<file path="config.mk">
export PLATFORM = sky130hd
export DESIGN_NAME = simt_stack_array
export DESIGN_NICKNAME = d
export VERILOG_FILES = /design/src/rtl/simt_stack_array.sv
export SDC_FILE = /design/constraint.sdc
export NUM_CORES = 2
export LEC_CHECK = 0
export ABC_AREA = 1
export CAP_MARGIN = 20
export CORE_ASPECT_RATIO = 2
export CORE_MARGIN = 3
export CORE_UTILIZATION = 55
export DETAILED_ROUTE_END_ITERATION = 10
export PLACE_DENSITY = 0.85
export SYNTH_ARGS = -nofsm -noshare
export SYNTH_HDL_FRONTEND = slang
export SYNTH_SLANG_ARGS = --single-unit
</file>
<file path="constraint.sdc">
create_clock -name clk -period 3.85 [get_ports clk]
set_clock_uncertainty 0.1 [all_clocks]
set_input_delay 0.5775 -clock clk [delete_from_list [all_inputs] [get_ports clk]]
set_output_delay 0.5775 -clock clk [all_outputs]
set_load 0.005 [all_outputs]
</file>
<file path="src/rtl/simt_stack_array.sv">
// simt_stack_array: per-warp SIMT reconvergence stacks of SYNC/DIV/CALL tokens, arbitrated WB > ID0 > ID1 per warp.
// Define SIMT_STACK_ERR_EN to build the sticky overflow/underflow/conflict flags; otherwise they are tied 0.
module simt_stack_array #(
    parameter int NUM_WARPS = 8,
    parameter int NUM_THREADS = 8,
    parameter int DEPTH = 4,
    parameter int PC_W = 32,
    localparam int WID_W = $clog2(NUM_WARPS),
    localparam int CNT_W = $clog2(DEPTH + 1)
) (
    input  logic                   clk,
    input  logic                   rst,
    input  logic                   id0_valid,
    input  logic [WID_W-1:0]       id0_warp,
    input  logic                   id0_branch,
    input  logic                   id0_call,
    input  logic                   id0_ret,
    input  logic                   id0_dots,
    input  logic [PC_W-1:0]        id0_pc_next,
    input  logic [PC_W-1:0]        id0_ret_addr,
    input  logic [NUM_THREADS-1:0] id0_mask,
    input  logic                   id1_valid,
    input  logic [WID_W-1:0]       id1_warp,
    input  logic                   id1_branch,
    input  logic                   id1_call,
    input  logic                   id1_ret,
    input  logic                   id1_dots,
    input  logic [PC_W-1:0]        id1_pc_next,
    input  logic [PC_W-1:0]        id1_ret_addr,
    input  logic [NUM_THREADS-1:0] id1_mask,
    input  logic                   wb_valid,
    input  logic [WID_W-1:0]       wb_warp,
    input  logic [PC_W-1:0]        wb_pc,
    input  logic [NUM_THREADS-1:0] wb_mask,
    input  logic [WID_W-1:0]       alu_warp,
    output logic [PC_W-1:0]        alu_top_pc,
    output logic [PC_W-1:0]        id0_top_pc,
    output logic [PC_W-1:0]        id1_top_pc,
    output logic [NUM_THREADS-1:0] id0_top_mask,
    output logic [NUM_THREADS-1:0] id1_top_mask,
    output logic                   id0_top_div,
    output logic                   id1_top_div,
    output logic [NUM_WARPS-1:0]   full,
    output logic [NUM_WARPS-1:0]   empty,
    output logic [NUM_WARPS-1:0]   two_vacant,
    output logic                   err_overflow,
    output logic                   err_underflow,
    output logic                   err_conflict
);
    localparam int AW = $clog2(DEPTH);
    localparam logic [1:0] SYNC = 2'b00, DIV = 2'b01, CALL = 2'b10;

    typedef struct packed {
        logic [1:0]             tok;
        logic [PC_W-1:0]        pc;
        logic [NUM_THREADS-1:0] mask;
    } entry_t;

    // Source 0 = WB, 1 = ID0, 2 = ID1; lower index wins a same-warp collision.
    logic [2:0]           src_v;
    logic [2:0]           src_push;
    logic [WID_W-1:0]     src_w [3];
    entry_t               src_e [3];
    logic [NUM_WARPS-1:0] pending, pend_set, pend_clr;
    logic [NUM_WARPS-1:0] do_push, do_pop;
    entry_t               top [NUM_WARPS];

    always_comb begin
        src_v[0] = wb_valid && (!pending[wb_warp] || wb_mask != '0);
        src_push[0] = pending[wb_warp];
        src_w[0] = wb_warp;
        src_e[0] = '{tok: DIV, pc: wb_pc, mask: wb_mask};
        src_v[1] = id0_valid && (id0_branch || id0_call || id0_ret || id0_dots);
        src_push[1] = id0_branch || id0_call;
        src_w[1] = id0_warp;
        src_e[1] = '{tok: id0_branch ? SYNC : CALL, pc: id0_branch ? id0_pc_next : id0_ret_addr, mask: id0_mask};
        src_v[2] = id1_valid && (id1_branch || id1_call || id1_ret || id1_dots);
        src_push[2] = id1_branch || id1_call;
        src_w[2] = id1_warp;
        src_e[2] = '{tok: id1_branch ? SYNC : CALL, pc: id1_branch ? id1_pc_next : id1_ret_addr, mask: id1_mask};
        pend_set = '0;
        pend_clr = '0;
        if (id0_valid && id0_branch && id0_dots) pend_set[id0_warp] = 1'b1;
        if (id1_valid && id1_branch && id1_dots) pend_set[id1_warp] = 1'b1;
        if (wb_valid) pend_clr[wb_warp] = 1'b1;
    end

    always_ff @(posedge clk or posedge rst)
        if (rst) pending <= '0;
        else pending <= (pending & ~pend_clr) | pend_set;

`ifdef SIMT_STACK_ERR_EN
    logic [NUM_WARPS-1:0] ovf, unf, col;
`endif

    for (genvar w = 0; w < NUM_WARPS; w++) begin : g_warp
        logic [2:0]       hit;
        logic [1:0]       s;
        logic [CNT_W-1:0] cnt;
        entry_t           ent [DEPTH];
        always_comb
            for (int k = 0; k < 3; k++) hit[k] = src_v[k] && src_w[k] == WID_W'(w);
        assign s = hit[0] ? 2'd0 : hit[1] ? 2'd1 : 2'd2;
        assign full[w] = cnt == CNT_W'(DEPTH);
        assign empty[w] = cnt == '0;
        assign two_vacant[w] = cnt <= CNT_W'(DEPTH - 2);
        assign do_push[w] = |hit && src_push[s] && !full[w];
        assign do_pop[w] = |hit && !src_push[s] && !empty[w];
        assign top[w] = empty[w] ? '0 : ent[AW'(cnt - 1'b1)];
`ifdef SIMT_STACK_ERR_EN
        assign ovf[w] = |hit && src_push[s] && full[w];
        assign unf[w] = |hit && !src_push[s] && empty[w];
        assign col[w] = (hit[0] && (hit[1] || hit[2])) || (hit[1] && hit[2]);
`endif
        always_ff @(posedge clk or posedge rst)
            if (rst) cnt <= '0;
            else if (do_push[w]) cnt <= cnt + 1'b1;
            else if (do_pop[w]) cnt <= cnt - 1'b1;
        // Entry storage is deliberately unreset; count alone defines validity.
        always_ff @(posedge clk)
            if (do_push[w]) ent[AW'(cnt)] <= src_e[s];
    end

    assign alu_top_pc = top[alu_warp].pc;
    assign id0_top_pc = top[id0_warp].pc;
    assign id1_top_pc = top[id1_warp].pc;
    assign id0_top_mask = top[id0_warp].mask;
    assign id1_top_mask = top[id1_warp].mask;
    assign id0_top_div = top[id0_warp].tok == DIV;
    assign id1_top_div = top[id1_warp].tok == DIV;

`ifdef SIMT_STACK_ERR_EN
    always_ff @(posedge clk or posedge rst)
        if (rst) begin
            err_overflow <= 1'b0;
            err_underflow <= 1'b0;
            err_conflict <= 1'b0;
        end else begin
            err_overflow <= err_overflow || |ovf;
            err_underflow <= err_underflow || |unf;
            err_conflict <= err_conflict || |col;
        end
`else
    assign err_overflow = 1'b0;
    assign err_underflow = 1'b0;
    assign err_conflict = 1'b0;
`endif
endmodule

</file>
==> results of run 1 <==
routing by layer:
| metal | GRT overflow | track usage, % |
|---|---|---|
| met5 | 0 | 19.9 |
| met4 | 11 | 77.3 |
| met3 | 0 | 47.2 |
| met2 | 9 | 91.4 |
| met1 | 1 | 66.6 |
cell families after synthesis:
group	after synthesis	synth area share, %
and+or+nand+nor	2272	13.6
AOI/OAI and AO/OA	1993	17.9
DFF	1376	62.7
buffers and inverters	783	4.64
adders and majority gates	48	0.915
muxes	9	0.137
xor gates and xnor gates	8	0.107
other	1	0.00571
repair_timing:
item                                    in CTS
endpoints found under the hold margin        0
pin swaps                                  206
endpoints found under the setup margin     115
cloned                                      20
setup buffers                              105
resized for setup                          744
through the flow:
stage	setup TNS (ps)	util, %
global placement	-2350	63.9
CTS	-2540	69.8
detailed placement	-2430	63.9
floorplan	-153670	-
==> results.yml, run 1 <==
synth:
  synth-seq-cells: 1376
  ys_top_cells_by_count: "edfxtp_1, nand2_1, nor2_1"
  synth_cell_types: 47
  synth.area.top_cells: "edfxtp_1, nand2_1, o22ai_1, o21ai_0, nor2_1"
  syn-instance-count: 6490
  syn_area_per_cell_sq_um: 10.1
  yosysMostFrequentCell: "edfxtp_1"
  post-synth-top-area-cell: "edfxtp_1"
  syn_area_sq_mm: 0.0657
  ys_seq_area_share_pct: 62.7
  yosysWarnings: 0
  synth_edf_count: 1344
  synth_flop_cell: "edfxtp_1"
  synthDominantCellAreaShare_pct: 61.5
  async_flop_share_pct: 2.33
status:
  stop_stage: "global routing (5_1_grt)"
  outcome: "aborted with a tool error"
  error: "[ERROR GRT-0232] Routing congestion too high. Check the congestion heatmap in the GUI."
placed_design:
  pre_cts_slack_ps: -246
  dp.cells: 8492
  gp_congestion: 1.18
  port_buffers: 346
  placed_area_sq_mm: 0.0754
  hpwl_microns: 259000
cts:
  clock_path_buffers: 3
  clockRootBuffer: "clkbuf_16"
  ctsHtreeMaxLevel: 3
  clkSinkCount: 1376
  cts_buffers: 110
  hold_buffers: 0
floorplanning:
  io_pins: 350
  die_h_microns: 495
  core.rowCount: 178
  start_util_pct: 55.6
  die_x_microns: 250
global_routing:
  grt.overflow.total: 21
  grt_max_degree: 88
  grt_usage_pct: 69.7
==> inputs of run 2 (changes only) <==
--- a/config.mk
+++ b/config.mk
@@ -7,11 +7,10 @@
 export LEC_CHECK = 0
 export ABC_AREA = 1
 export CAP_MARGIN = 20
-export CORE_ASPECT_RATIO = 2
 export CORE_MARGIN = 3
-export CORE_UTILIZATION = 55
+export CORE_UTILIZATION = 40
 export DETAILED_ROUTE_END_ITERATION = 10
-export PLACE_DENSITY = 0.85
+export PLACE_DENSITY_LB_ADDON = 0.15
 export SYNTH_ARGS = -nofsm -noshare
 export SYNTH_HDL_FRONTEND = slang
 export SYNTH_SLANG_ARGS = --single-unit
==> constraint.sdc (replaced) <==
create_clock -name clk -period 5 [get_ports clk]
set_clock_uncertainty 0.1 [all_clocks]
set_input_delay 0.75 -clock clk [delete_from_list [all_inputs] [get_ports clk]]
set_output_delay 0.75 -clock clk [all_outputs]
set_load 0.005 [all_outputs]
==> results.yml, run 2 <==
timing:
  finalCriticalPeriod_ps: 5030
  worst_slack_ps: -34.0
  tightest_slew_ps: 1240
  slew_viol_final: 0
  relSlewSlack_pct: 17.2
  hold_viol: 0
  setup_viol: 1
  fin_crit_sh_pct: 101
  tns_ps: -34.0
  fmax_mhz: 199
setup_path:
  end_kind: "output port"
  slowest_delay_ps: 600
  cp_max_fo: 38
  arrival_ps: 4180
  crit_chain: "inv_1 -> ha_2 -> clkinv_1 -> buf_12 -> o21ai_0 -> o22ai_2 -> nand2_1 -> inv_1 -> o21ai_0 -> a32oi_2 -> clkdlybuf4s50_1"
  worst-r2r-cell-count: 11
  slowest_stage: "clkdlybuf4s50_1"
  path_buf_inv: 5
  cp_data_required_time_ps: 4150
  start_kind: "flop"
  cp_top_family: "buffers and inverters"
  critPathKind: "reg2out"
  worst-path-stages: 11
synth:
  syn_area_sq_mm: 0.0657
  synth_flop_cell: "edfxtp_1"
  synth_cell_types: 47
  synth_edf_count: 1344
  yosys.area_share.adder_pct: 0.915
  ys_seq_area_share_pct: 62.7
  synth-simple-area-share_pct: 13.6
  yosysWarnings: 0
  synthDominantCellAreaShare_pct: 61.5
  synthMuxAreaShare_pct: 0.137
  syn_area_per_cell_sq_um: 10.1
  yosysMostFrequentCell: "edfxtp_1"
  async_flop_share_pct: 2.33
  synth.area.top_cells: "edfxtp_1, nand2_1, o22ai_1, o21ai_0, nor2_1"
  synth_xor_xnor_area_share_pct: 0.107
  ys_top_cells_by_count: "edfxtp_1, nand2_1, nor2_1"
  syn-instance-count: 6490
  post-synth-top-area-cell: "edfxtp_1"
  synth_top_family_by_area: "compound AO/OA/AOI/OAI gates"
  synth-seq-cells: 1376
  synth_compound_area_share_pct: 17.9
cts:
  cts_tree: "done"
  cts_buffers: 151
  clk_latency_ps: 780
  clkSinkCount: 1376
  ctsHtreeMaxLevel: 4
  clock_path_buffers: 3
  clockRootBuffer: "clkbuf_16"
  hold_buffers: 0
  clkTransAtPathRegs_ps: 60
route:
  routed_wl_microns: 314000
  wire_per_inst_microns: 34.4
  drt_iter0_drc: 8041
  vias: 57400
  drc: 2
  detail-route-antenna-nets: 0
  drt_pass1_iterations: 11
  via_per_inst: 6.29
status:
  failed_checks: "DRC, setup timing"
  outcome: "finished, violations left"
layout:
  finalNetCount: 7075
  final_common_cell: "edfxtp_1"
  fill_cells: 15000
  top_regs: "g_warp.ent: 1344 flops, g_warp.cnt: 24 flops, pending: 8 flops"
  final_area_sq_mm: 0.0787
  regArea_sq_mm: 0.0412
  drive_gt1_share_pct: 10.3
  regMostFlops: "g_warp.ent"
  multi_input_area_sq_mm: 0.0219
  finalNonFillerCells: 9121
  largest_register_ffs: 1344
  layout_common_cells: "edfxtp_1, nand2_1, nor2_1, o21ai_0, o22ai_1"
  syn_to_final_growth_pct: 19.8
floorplanning:
  core_area_sq_mm: 0.163
  dieArea_sq_mm: 0.169
  die_x_microns: 411
  core.rowCount: 148
  io_pins: 350
  die_h_microns: 411
  start_util_pct: 40.3
power_and_ir_drop:
  combPwrFrac_pct: 49.5
  p_seq_share_pct: 27.6
  p_leak_nw: 27.5
  intPower_mw: 27.1
  power_switching_mw: 23.1
  peakVddDrop_mv: 0.589
  power.total_mw: 50.2
  switching_share_pct: 46.1
  clkPwrFrac_pct: 22.9
  power_density_mw_per_mm2: 638
hold_path:
  hold_class: "in2async"
global_routing:
  grt.overflow.total: 0
  grt_usage_pct: 36.3
  grt_pass1_wl_microns: 428000
  grt_pass1_vias: 53000
  antenna_found_initial: 18
  grt_max_degree: 88
placed_design:
  port_buffers: 346
  hpwl_microns: 223000
  gp_congestion: 1.03
  dp.cells: 8838
  placed_area_sq_mm: 0.0733
flow_run:
  drv_cap: 0
-- run 2: final timing paths --
kind | endpoint | slack (ps) | start
min in group clk | pending[6] | 440 | pending[6]
setup / recovery | alu_top_pc[11] | -30 | g_warp[3].cnt[1]
setup reg to reg | g_warp[5].ent[2][14] | 1500 | pending[3]
max in group asynchronous | g_warp[7].cnt[0] | 3520 | rst
hold / removal | g_warp[2].cnt[2] | 270 | rst
hold reg to reg | pending[6] | 440 | pending[6]
-- run 2: layout make-up --
class	instances	share of cell area (%)
sequential	1376	52.3
multi-input combinational	4333	27.8
timing repair buffer	645	8.36
clock buffer	184	5.08
tap	2175	3.46
inverter	311	1.52
clock inverter	93	1.40
antenna	4	0.0127
-- run 2: timing repair --
action	in CTS	in global routing
setup endpoints to repair	46	31
pin swaps	1	1
buffers inserted	0	1
resized for setup	18	37
-- run 2: logic make-up after synthesis --
kind of cell    after synthesis
flops                      1376
fa+ha+maj                    48
other cells                   1
compound gates             1993
mux                           9
xor+xnor                      8
buf+inv                     783
simple gates               2272
-- run 2: power groups by stage --
stage / registers [mW] / clock network [mW] / logic (mW)
final: 13.8 / 11.5 / 24.9
after global routing: 13.9 / 12.1 / 25.9
after CTS: 13.8 / 11.6 / 24.0
after detailed placement: 14.1 / 0 / 23.9
after global placement: 14.0 / 0 / 23.9
after floorplan: 14.0 / 0 / 11.6
-- run 2: per-layer routing --
metal	up-vias	wire length [microns]	global-route usage (%)
li1	24300	-	-
met1	28200	115000	45.6
met2	3903	134000	53.4
met3	957	34500	9.34
met4	6	30200	28.5
met5	-	30	0
-- run 2: metrics by stage --
stage / worst slack, ps / util, % / hold slack (ps)
after floorplan: 853 / - / 392
after global placement: 316 / 45.0 / 434
after detailed placement: 300 / 45.0 / 425
after CTS: 18.8 / 48.2 / 257
after global routing: -11.6 / 48.3 / 268
final: -34.0 / 48.3 / 271
Note: power is estimated with default switching activity, not from simulation.
